## config.mk

```make
export PLATFORM = sky130hd
export DESIGN_NAME = cnn_accel_ahb_regs
export DESIGN_NICKNAME = d
export VERILOG_FILES = /design/src/rtl/cnn_accel_ahb_regs_pkg.sv /design/src/rtl/cnn_accel_ahb_regs_start_fsm.sv /design/src/rtl/cnn_accel_ahb_regs.sv
export SDC_FILE = /design/constraint.sdc
export NUM_CORES = 1
export LEC_CHECK = 0
export CAP_MARGIN = 20
export CORE_AREA = 3 3 127 141
export CTS_CLUSTER_DIAMETER = 80
export DETAILED_ROUTE_END_ITERATION = 8
export DIE_AREA = 0 0 130 144
export PLACE_DENSITY_LB_ADDON = 0.15
export SLEW_MARGIN = 25
export SYNTH_ARGS = -nofsm -noshare
export SYNTH_HDL_FRONTEND = slang
export SYNTH_SLANG_ARGS = --single-unit
```

## constraint.sdc

```tcl
create_clock -name HCLK -period 15.7 [get_ports HCLK]
set_input_delay 1.57 -clock HCLK [delete_from_list [all_inputs] [get_ports HCLK]]
set_output_delay 1.57 -clock HCLK [all_outputs]
set_load 0.005 [all_outputs]
```

## src/rtl/cnn_accel_ahb_regs_pkg.sv

```systemverilog
// Shared definitions for the CNN accelerator AHB register slice:
// register offsets, LAYER_CONFIG layout, AHB encodings and FSM states.
package cnn_accel_ahb_regs_pkg;

  localparam logic [5:0] OFF_FRAME_SIZE   = 6'h00;
  localparam logic [5:0] OFF_WIDTH_HEIGHT = 6'h04;
  localparam logic [5:0] OFF_DELAY_PARAMS = 6'h08;
  localparam logic [5:0] OFF_BASE_ADDRESS = 6'h0C;
  localparam logic [5:0] OFF_LAYER_CONFIG = 6'h10;
  localparam logic [5:0] OFF_LAYER_START  = 6'h14;
  localparam logic [5:0] OFF_LAYER_DONE   = 6'h18;
  localparam logic [5:0] OFF_IMAGE_BASE   = 6'h1C;
  localparam logic [5:0] OFF_IMAGE_LOAD   = 6'h20;

  localparam int WIDTH_LSB    = 0;
  localparam int HEIGHT_LSB   = 16;
  localparam int START_UP_LSB = 0;
  localparam int HSYNC_LSB    = 12;
  localparam int WEIGHT_LSB   = 0;
  localparam int WEIGHT_W     = 20;
  localparam int PARAM_LSB    = 20;
  localparam int PARAM_W      = 12;

  localparam int CFG_W        = 16;
  localparam int CFG_FIRST    = 0;
  localparam int CFG_LAST     = 1;
  localparam int CFG_CONV3X3  = 2;
  localparam int CFG_LAST_DUP = 3;
  localparam int CFG_IDX_LSB  = 4;
  localparam int CFG_IDX_W    = 4;
  localparam int CFG_BIAS_LSB = 8;
  localparam int CFG_BIAS_W   = 5;
  localparam int CFG_ACT_LSB  = 13;
  localparam int CFG_ACT_W    = 3;

  localparam logic [1:0] HTRANS_IDLE   = 2'b00;
  localparam logic [1:0] HTRANS_BUSY   = 2'b01;
  localparam logic [1:0] HTRANS_NONSEQ = 2'b10;
  localparam logic [1:0] HTRANS_SEQ    = 2'b11;

  localparam logic HRESP_OKAY  = 1'b0;
  localparam logic HRESP_ERROR = 1'b1;

  typedef enum logic [1:0] {IDLE = 2'd0, RUN = 2'd1, DONE = 2'd2} layer_state_t;
  typedef enum logic [1:0] {D_IDLE = 2'd0, D_BUSY = 2'd1, D_DONE = 2'd2} dma_state_t;

  function automatic logic [CFG_W-1:0] pack_layer_config(input logic [CFG_W-1:0] word);
    logic [CFG_W-1:0] cfg;
    cfg = '0;
    cfg[CFG_FIRST]                    = word[CFG_FIRST];
    cfg[CFG_LAST]                     = word[CFG_LAST];
    cfg[CFG_CONV3X3]                  = word[CFG_CONV3X3];
    cfg[CFG_LAST_DUP]                 = word[CFG_LAST_DUP];
    cfg[CFG_IDX_LSB +: CFG_IDX_W]     = word[CFG_IDX_LSB +: CFG_IDX_W];
    cfg[CFG_BIAS_LSB +: CFG_BIAS_W]   = word[CFG_BIAS_LSB +: CFG_BIAS_W];
    cfg[CFG_ACT_LSB +: CFG_ACT_W]     = word[CFG_ACT_LSB +: CFG_ACT_W];
    return cfg;
  endfunction

  // Byte lanes touched by a transfer of the given HSIZE at HADDR[1:0].
  function automatic logic [3:0] lane_mask(input logic [2:0] size, input logic [1:0] addr);
    case (size)
      3'd0:    lane_mask = 4'b0001 << addr;
      3'd1:    lane_mask = addr[1] ? 4'b1100 : 4'b0011;
      default: lane_mask = 4'b1111;
    endcase
  endfunction

endpackage

```

## src/rtl/cnn_accel_ahb_regs_start_fsm.sv

```systemverilog
// Start/busy/done handshake FSM with a one-cycle start pulse; shared by
// the layer controller and the input-image DMA.
module cnn_accel_start_fsm
  import cnn_accel_ahb_regs_pkg::*;
(
  input  logic       HCLK,
  input  logic       HRESET,
  input  logic       start_req,
  input  logic       done_evt,
  output logic       start_pulse,
  output logic [1:0] state
);

  layer_state_t state_q, state_d;
  logic         pulse_q, launch;

  always_ff @(posedge HCLK or posedge HRESET) begin
    if (HRESET) begin
      state_q <= IDLE;
      pulse_q <= 1'b0;
    end else begin
      state_q <= state_d;
      pulse_q <= launch;
    end
  end

  // A start in DONE takes priority over a coincident done event.
  always_comb begin
    state_d = state_q;
    launch  = 1'b0;
    case (state_q)
      IDLE, DONE: begin
        if (start_req) begin
          state_d = RUN;
          launch  = 1'b1;
        end
      end
      RUN: begin
        if (done_evt) state_d = DONE;
      end
      default: state_d = IDLE;
    endcase
  end

  always_comb begin
    start_pulse = pulse_q;
    state       = state_q;
  end

endmodule

```

## src/rtl/cnn_accel_ahb_regs.sv

```systemverilog
// AHB-Lite register slave for the CNN accelerator. Define CNN_ACCEL_REG_PROT_EN
// to reject config writes (0x00-0x10) with an ERROR response while a layer runs.
module cnn_accel_ahb_regs
  import cnn_accel_ahb_regs_pkg::*;
#(
  parameter int W_ADDR       = 32,
  parameter int W_DATA       = 32,
  parameter int W_SIZE       = 12,
  parameter int W_FRAME_SIZE = 25
) (
  input  logic                    HCLK,
  input  logic                    HRESET,
  input  logic                    HSEL,
  input  logic [W_ADDR-1:0]       HADDR,
  input  logic [1:0]              HTRANS,
  input  logic                    HWRITE,
  input  logic [2:0]              HSIZE,
  input  logic [W_DATA-1:0]       HWDATA,
  input  logic                    HREADY,
  output logic                    HREADYOUT,
  output logic                    HRESP,
  output logic [W_DATA-1:0]       HRDATA,
  output logic [W_FRAME_SIZE-1:0] o_frame_size,
  output logic [W_SIZE-1:0]       o_width,
  output logic [W_SIZE-1:0]       o_height,
  output logic [W_SIZE-1:0]       o_start_up_delay,
  output logic [W_SIZE-1:0]       o_hsync_delay,
  output logic [19:0]             o_base_addr_weight,
  output logic [11:0]             o_base_addr_param,
  output logic [15:0]             o_layer_config,
  output logic                    o_layer_start,
  input  logic                    i_layer_done,
  output logic [W_ADDR-1:0]       o_dma_base,
  output logic                    o_dma_start,
  input  logic                    i_dma_done
);

  logic                    trans_valid, accept, wr_en, prot_err, err_hold;
  logic                    dp_valid, dp_write;
  logic [3:0]              dp_idx, bytes;
  logic [1:0]              dp_lane, layer_raw, dma_raw;
  logic [2:0]              dp_size;
  logic [5:0]              dp_off;
  logic [W_DATA-1:0]       rd_word, bit_mask, merged;
  logic                    layer_start_req, dma_start_req;
  layer_state_t            layer_state;
  dma_state_t              dma_state;
  logic [W_FRAME_SIZE-1:0] frame_size;
  logic [W_SIZE-1:0]       width, height, start_up, hsync;
  logic [WEIGHT_W-1:0]     base_weight;
  logic [PARAM_W-1:0]      base_param;
  logic [CFG_W-1:0]        layer_config;
  logic [W_ADDR-1:0]       dma_base;
  logic                    unused_addr;

  assign unused_addr = &{1'b0, HADDR[W_ADDR-1:6]};

  always_comb begin
    trans_valid = 1'b0;
    case (HTRANS)
      HTRANS_NONSEQ, HTRANS_SEQ: trans_valid = 1'b1;
      HTRANS_IDLE, HTRANS_BUSY:  trans_valid = 1'b0;
    endcase
  end

  assign accept = HSEL && HREADY && trans_valid;

  // Address-phase capture; an errored data phase is retired immediately.
  always_ff @(posedge HCLK or posedge HRESET) begin
    if (HRESET) begin
      dp_valid <= 1'b0;
      dp_write <= 1'b0;
      dp_idx   <= '0;
      dp_lane  <= '0;
      dp_size  <= '0;
    end else if (prot_err) begin
      dp_valid <= 1'b0;
    end else if (HREADY) begin
      dp_valid <= accept;
      if (accept) begin
        dp_write <= HWRITE;
        dp_idx   <= HADDR[5:2];
        dp_lane  <= HADDR[1:0];
        dp_size  <= HSIZE;
      end
    end
  end

  assign dp_off = {dp_idx, 2'b00};

  always_comb begin
    rd_word = '0;
    case (dp_off)
      OFF_FRAME_SIZE:   rd_word[W_FRAME_SIZE-1:0] = frame_size;
      OFF_WIDTH_HEIGHT: begin
        rd_word[WIDTH_LSB +: W_SIZE]  = width;
        rd_word[HEIGHT_LSB +: W_SIZE] = height;
      end
      OFF_DELAY_PARAMS: begin
        rd_word[START_UP_LSB +: W_SIZE] = start_up;
        rd_word[HSYNC_LSB +: W_SIZE]    = hsync;
      end
      OFF_BASE_ADDRESS: begin
        rd_word[WEIGHT_LSB +: WEIGHT_W] = base_weight;
        rd_word[PARAM_LSB +: PARAM_W]   = base_param;
      end
      OFF_LAYER_CONFIG: rd_word[CFG_W-1:0]  = layer_config;
      OFF_LAYER_START:  rd_word[0]          = (layer_state == RUN);
      OFF_LAYER_DONE:   rd_word[0]          = (layer_state == DONE);
      OFF_IMAGE_BASE:   rd_word[W_ADDR-1:0] = dma_base;
      OFF_IMAGE_LOAD:   rd_word[0]          = (dma_state == D_DONE);
      default:          rd_word             = '0;
    endcase
  end

  assign bytes = lane_mask(dp_size, dp_lane);

  always_comb begin
    bit_mask = '0;
    for (int i = 0; i < W_DATA / 8; i++) bit_mask[8*i +: 8] = {8{bytes[i]}};
  end

  // Partial writes merge new lanes into the current register contents.
  assign merged = (rd_word & ~bit_mask) | (HWDATA & bit_mask);

`ifdef CNN_ACCEL_REG_PROT_EN
  assign prot_err = dp_valid && dp_write && (dp_off <= OFF_LAYER_CONFIG) && (layer_state == RUN);

  always_ff @(posedge HCLK or posedge HRESET) begin
    if (HRESET) err_hold <= 1'b0;
    else        err_hold <= prot_err;
  end
`else
  assign prot_err = 1'b0;
  assign err_hold = 1'b0;
`endif

  assign wr_en     = dp_valid && dp_write && !prot_err;
  assign HREADYOUT = !prot_err;
  assign HRESP     = (prot_err || err_hold) ? HRESP_ERROR : HRESP_OKAY;
  assign HRDATA    = (dp_valid && !dp_write) ? rd_word : '0;

  always_ff @(posedge HCLK or posedge HRESET) begin
    if (HRESET) begin
      frame_size   <= '0;
      width        <= '0;
      height       <= '0;
      start_up     <= '0;
      hsync        <= '0;
      base_weight  <= '0;
      base_param   <= '0;
      layer_config <= '0;
      dma_base     <= '0;
    end else if (wr_en) begin
      case (dp_off)
        OFF_FRAME_SIZE:   frame_size <= merged[W_FRAME_SIZE-1:0];
        OFF_WIDTH_HEIGHT: begin
          width  <= merged[WIDTH_LSB +: W_SIZE];
          height <= merged[HEIGHT_LSB +: W_SIZE];
        end
        OFF_DELAY_PARAMS: begin
          start_up <= merged[START_UP_LSB +: W_SIZE];
          hsync    <= merged[HSYNC_LSB +: W_SIZE];
        end
        OFF_BASE_ADDRESS: begin
          base_weight <= merged[WEIGHT_LSB +: WEIGHT_W];
          base_param  <= merged[PARAM_LSB +: PARAM_W];
        end
        OFF_LAYER_CONFIG: layer_config <= pack_layer_config(merged[CFG_W-1:0]);
        OFF_IMAGE_BASE:   dma_base     <= merged[W_ADDR-1:0];
        default: ;
      endcase
    end
  end

  assign layer_start_req = wr_en && (dp_off == OFF_LAYER_START) && bytes[0] && HWDATA[0];
  assign dma_start_req   = wr_en && (dp_off == OFF_IMAGE_LOAD) && bytes[0] && HWDATA[0];

  cnn_accel_start_fsm u_layer_fsm (
    .HCLK        (HCLK),
    .HRESET      (HRESET),
    .start_req   (layer_start_req),
    .done_evt    (i_layer_done),
    .start_pulse (o_layer_start),
    .state       (layer_raw)
  );

  cnn_accel_start_fsm u_dma_fsm (
    .HCLK        (HCLK),
    .HRESET      (HRESET),
    .start_req   (dma_start_req),
    .done_evt    (i_dma_done),
    .start_pulse (o_dma_start),
    .state       (dma_raw)
  );

  assign layer_state = layer_state_t'(layer_raw);
  assign dma_state   = dma_state_t'(dma_raw);

  assign o_frame_size       = frame_size;
  assign o_width            = width;
  assign o_height           = height;
  assign o_start_up_delay   = start_up;
  assign o_hsync_delay      = hsync;
  assign o_base_addr_weight = base_weight;
  assign o_base_addr_param  = base_param;
  assign o_layer_config     = layer_config;
  assign o_dma_base         = dma_base;

endmodule

```

* Word level (Yosys, flattened, before mapping)
Cells that the tools add are included.
** Word-level totals
- Input port bits :: 76
- Register bits after elaboration :: 170
** Cells by class
- Equal/unequal tests :: 20
- Mux-type cells :: 21
- Bitwise logic cells :: 4
- Reductions and logical operators :: 29
- Shift operators :: 1
** Operator list (count)
- case mux 11 bit (6 select lines) :: 1
- bitwise AND 32 bit :: 2
- case mux 8 bit (5 select lines) :: 1
- 2-to-1 mux 32 bit :: 1
- NOT 32 bit :: 1
- bitwise OR 32 bit :: 1
- case mux 4 bit (5 select lines) :: 1
- AND reduction 2 bit :: 9
- equality test 4 x 3 -> 1 bit, second input constant :: 4
- case mux 4 bit (2 select lines) :: 2
- logical AND 1 bit :: 10
- case mux 1 bit (9 select lines) :: 1
- case mux 3 bit (3 select lines) :: 1
- equality test 2 bit, second input constant :: 4
- equality test 4 x 2 -> 1 bit, second input constant :: 2
- 2-to-1 mux 2 bit :: 4
- inequality test 2 bit, second input constant :: 4
- case mux 2 bit (2 select lines) :: 2
- OR reduction 2 bit :: 4
- equality test 2 x 1 -> 1 bit, second input constant :: 3
- zero test 2 bit :: 3
- zero test 6 bit :: 1
- equality test 4 x 1 -> 1 bit, second input constant :: 1
- equality test 4 bit, second input constant :: 1
- 8 further kinds :: 11

* Logic depth before layout (Yosys ltp)
- Depth in word-level cells :: 6
- Depth in mapped cells :: 9

* Hierarchy
From an unflattened synthesis, not the netlist that was laid out.
** Unflattened totals
- Cell total of the unflattened synthesis :: 833
- Area total of the unflattened synthesis :: 8653.3 um^2
** Modules (own cells, without submodules)
- cnn_accel_ahb_regs :: cells an instance 813, area each 8423.1 um^2, times used 1
- cnn_accel_start_fsm :: cells an instance 10, area each 115.1 um^2, times used 2

* Worst setup path before layout
OpenSTA, ideal clock, no wires.
- Path kind :: reg-to-output
- Start :: reg dp_idx[0]
- End :: out HRDATA[16]
- Path slack :: 12.645 ns
- Cell stages (with the launch flop) :: 9
- Path buffers :: 4
- Data required time :: 14.130 ns
- Arrival :: 1.485 ns
- Cell sequence :: dfrtp_1 > buf_6 > buf_12 > buf_8 > buf_6 > nor3b_1 > a21oi_1 > o22ai_1 > nor2b_1
** Between the ends
- Word-level cells in the longest chain between the ends :: 3
** RTL lines
- start: declaration :: RTL line cnn_accel_ahb_regs.sv:40 : logic [3:0] dp_idx, bytes;
- start signal: assignment :: RTL line cnn_accel_ahb_regs.sv:82 : dp_idx <= HADDR[5:2];
- equality test 4 x 3 -> 1 bit (tied with other cells) :: RTL line cnn_accel_ahb_regs.sv:93 : case (dp_off)
- case mux 8 bit (5 select lines) (*) :: RTL line cnn_accel_ahb_regs.sv:93
- 2-to-1 mux 32 bit (*) :: RTL line cnn_accel_ahb_regs.sv:141 : assign HRDATA = (dp_valid && !dp_write) ? rd_word : '0;
- end: declaration :: RTL line cnn_accel_ahb_regs.sv:22 : output logic [W_DATA-1:0] HRDATA,
Every way passes the cells marked *; elsewhere a longest branch is shown, timed or not.

* Final worst setup path
- Start :: reg dp_idx[1]
- End :: out HRDATA[5]
** Between the ends
- Word-level cells in the longest chain between the ends :: 3
** RTL lines (RTL line)
- equality test 4 x 3 -> 1 bit (tied with other cells) :: cnn_accel_ahb_regs.sv:93
- case mux 11 bit (6 select lines) (*) :: cnn_accel_ahb_regs.sv:93
- 2-to-1 mux 32 bit (*) :: cnn_accel_ahb_regs.sv:141
Marks and branches as above.

==> out/qor.csv <==
stage,metric,value,unit
status,status,completed,
power_and_ir_drop,seqPwrFrac,0.379,
worst_setup_path,end_kind,primary output,
routing,drt_iter0_drc,574,
routing,drtAntennaViolNets,0,
timing,setup_tns,0,ns
timing,fin_crit_sh,0.316,
clocking,post_cts_resized,0,
logic_synthesis,syn-instance-count,790,
die,die_h,144,um
placement,post-dp-hpwl,17100,um
logic_synthesis,synth_nets,866,
logic_synthesis,synth_top_area_cell,dfrtp_1,
grt,grt_first_pass_wirelength,39800,um
clocking,clk-insertion-delay-late,0.42,ns
final_layout,nets,1078,
timing,whs,0.465,ns
timing,worst_pin_slew,1.10,ns
die,die_w,130,um
logic_synthesis,synth_flop_cell,dfrtp_1,
grt,grt.total_usage,0.278,
power_and_ir_drop,pwr-share-comb,0.388,
timing,slew_headroom,0.264,
power_and_ir_drop,swShare,0.328,
timing,fin_crit,4.97,ns
final_layout,num_antenna_cells,0,
timing,hold_viol_final,0,
power_and_ir_drop,power.density,172,mW/mm^2
grt,first_global_vias,7013,
timing,clock.fmax,201,MHz
worst_setup_path,required,14.13,ns
logic_synthesis,synthTopCellsByArea,"dfrtp_1, mux2_2, nor2_1",
final_layout,layout-drive-gt1-share,0.139,
routing,via_per_inst,5.81,
die,pin_count,265,
logic_synthesis,syn_avg_cell_area,10.5,um^2
logic_synthesis,syn_area,0.00826,mm^2
timing,maxSlewViolCount,0,
clocking,clockBufferDepth,2,
logic_synthesis,synth_common_cells,"dfrtp_1, nor2_1, nand2_1",
power_and_ir_drop,irDropWorstVdd,0.0948,mV
grt,antenna_found_initial,0,
clocking,numClockSinks,170,
clocking,cts_setup_buffers,0,
logic_synthesis,synth_top_area_frac,0.515,
timing,setup_viol,0,
routing,wirelength,25800,um
clocking,cts_tree,yes,
logic_synthesis,ys_seq_area_frac,0.515,
worst_setup_path,path_max_fanout,39,
hold_path,hold_path_class,reg -> reg,
clocking,postCtsHoldBufs,0,
grt,grt_max_degree,115,
final_layout,final_cells,1219,
placement,io_buffers,235,
timing,grt_setup_unrepaired,no,
power_and_ir_drop,p_int,0.00131,W
grt,grt_overflow,0,
clocking,htreeDepth,4,
logic_synthesis,synth_edf_count,0,
timing,finClkSkew,0.00730,ns
die,die-area,0.0187,mm^2
worst_setup_path,startpoint_type,register,
logic_synthesis,post-synth-top-count-cell,dfrtp_1,
die,row_count,49,
logic_synthesis,yosys_warnings,0,
run,maxCapViolCount,0,
placement,dp_slack,10.98,ns
routing,dr.pass1.iters,5,
timing,worst_slack,10.73,ns
clocking,root_buffer,clkbuf_16,
die,start_util,0.501,
worst_setup_path,crit_arrival,3.40,ns
die,coreArea,0.0165,mm^2
power_and_ir_drop,clkPwrFrac,0.232,
final_layout,syn2layout_area_growth,36.5,%
power_and_ir_drop,switchingPower,0.000637,W
clocking,clk_pin_slew,0.06,ns
logic_synthesis,ys_async_sr_fraction,1.00,
placement,place_inst,1186,
routing,vias,7083,
logic_synthesis,synthDistinctLibCells,63,
power_and_ir_drop,power_leakage,4.66,nW
final_layout,fillers,1315,
logic_synthesis,ys_seq_elements,170,
placement,routabilityCongestion,0.830,
routing,wl_per_cell,21.2,um
routing,drc,0,
clocking,cts_buffers,17,
worst_setup_path,critPathKind,reg -> out,
## cells in the final DEF, fill, tap and decap left out, types with 11 or more instances in the layout
| cell | Yosys | final |
|---|---|---|
| a22oi_1 | 17 | 17 |
| mux2_2 | 49 | 49 |
| nand2_1 | 85 | 84 |
| o21ai_1 | 23 | 23 |
| nor2_1 | 102 | 102 |
| mux2i_1 | 11 | 11 |
| dfrtp_1 | 170 | 167 |
| nor2b_1 | 22 | 22 |
| clkdlybuf4s50_1 | 0 | 235 |
| a22o_1 | 15 | 15 |
| o21ai_0 | 41 | 40 |
| o22ai_1 | 12 | 12 |
| clkbuf_16 | 0 | 17 |
| a21oi_1 | 65 | 65 |
## worst max-delay path, cell delays in order, from the launching register on
cell and delay (ns):
dfrtp_4 0.85, and2_1 0.92, a22oi_1 0.17, o22ai_1 0.30, nor2b_1 0.18, clkdlybuf4s50_1 0.55
## worst paths after layout
kind                                                endpoint                              from  depth (start not counted)  slack, ns
setup / recovery                                   HRDATA[5]             dp_idx[1]$_DFFE_PP0P_                          5      10.73
hold / removal             u_layer_fsm.start_pulse$_DFF_PP0_  u_layer_fsm.state[0]$_DFFE_PP0P_                          1       0.46
setup reg to reg            o_base_addr_param[6]$_DFFE_PP0P_             dp_idx[1]$_DFFE_PP0P_                          3      12.66
hold reg to reg            u_layer_fsm.start_pulse$_DFF_PP0_  u_layer_fsm.state[0]$_DFFE_PP0P_                          1       0.46
max in group asynchronous              dp_idx[1]$_DFFE_PP0P_                            HRESET                          3      12.66
min in group asynchronous       o_frame_size[12]$_DFFE_PP0P_                            HRESET                          2       1.69
## flip-flops by register name (all words and copies together), names as in the netlist, 3 cells and up
register            count
o_start_up_delay       12
o_height               12
o_dma_base             32
o_layer_config         16
o_frame_size           25
dp_size                 3
o_base_addr_weight     20
o_hsync_delay          12
dp_idx                  4
o_base_addr_param      12
o_width                12
## logic make-up after synthesis
| logic type | Yosys count | share of synthesized area |
|---|---|---|
| AO/OA/AOI/OAI | 242 | 0.203 |
| buffers and inverters | 60 | 0.0421 |
| flip-flops | 170 | 0.515 |
| multiplexers | 66 | 0.0965 |
| other | 2 | 0.000909 |
| AND/OR/NAND/NOR | 250 | 0.143 |
## cell type report
class | count | area [um^2] | area share
flip-flops and latches | 170 | 4260 | 0.378
clock buffers | 23 | 468 | 0.0415
well taps | 204 | 255 | 0.0226
inverters | 10 | 47.5 | 0.00422
multi-input cells | 560 | 3670 | 0.325
repair buffers | 243 | 2420 | 0.215
clock inverters | 9 | 161 | 0.0143
## per-layer routing
| metal | global-route usage | routed length (um) | vias up |
|---|---|---|---|
| li1 | - | - | 3253 |
| met3 | 0.0731 | 2250 | 30 |
| met2 | 0.452 | 12200 | 307 |
| met1 | 0.374 | 10900 | 3493 |
| met4 | 0.0711 | 418 | 0 |
| met5 | 0 | 0 | - |
## power by group through the flow
stage	Sequential, W	Clock, W	Combinational, W
after floorplan	0.000719	0	0.000341
after global routing	0.000758	0.000471	0.000822
after detailed placement	0.000738	0	0.000753
after global placement	0.000736	0	0.000742
final	0.000737	0.000451	0.000754
after CTS	0.000734	0.000457	0.000758
## metrics by stage
| step | instance area, um^2 | utilization | power (W) |
|---|---|---|---|
| final | 11300 | 0.684 | 0.00194 |
| after global routing | 11300 | 0.684 | 0.00205 |
| after CTS | 11300 | 0.683 | 0.00195 |
| after detailed placement | 10600 | 0.644 | 0.00149 |
| after global placement | 10600 | 0.644 | 0.00148 |
| after floorplan | 8260 | - | 0.00106 |
(Power assumes the default switching activity.)
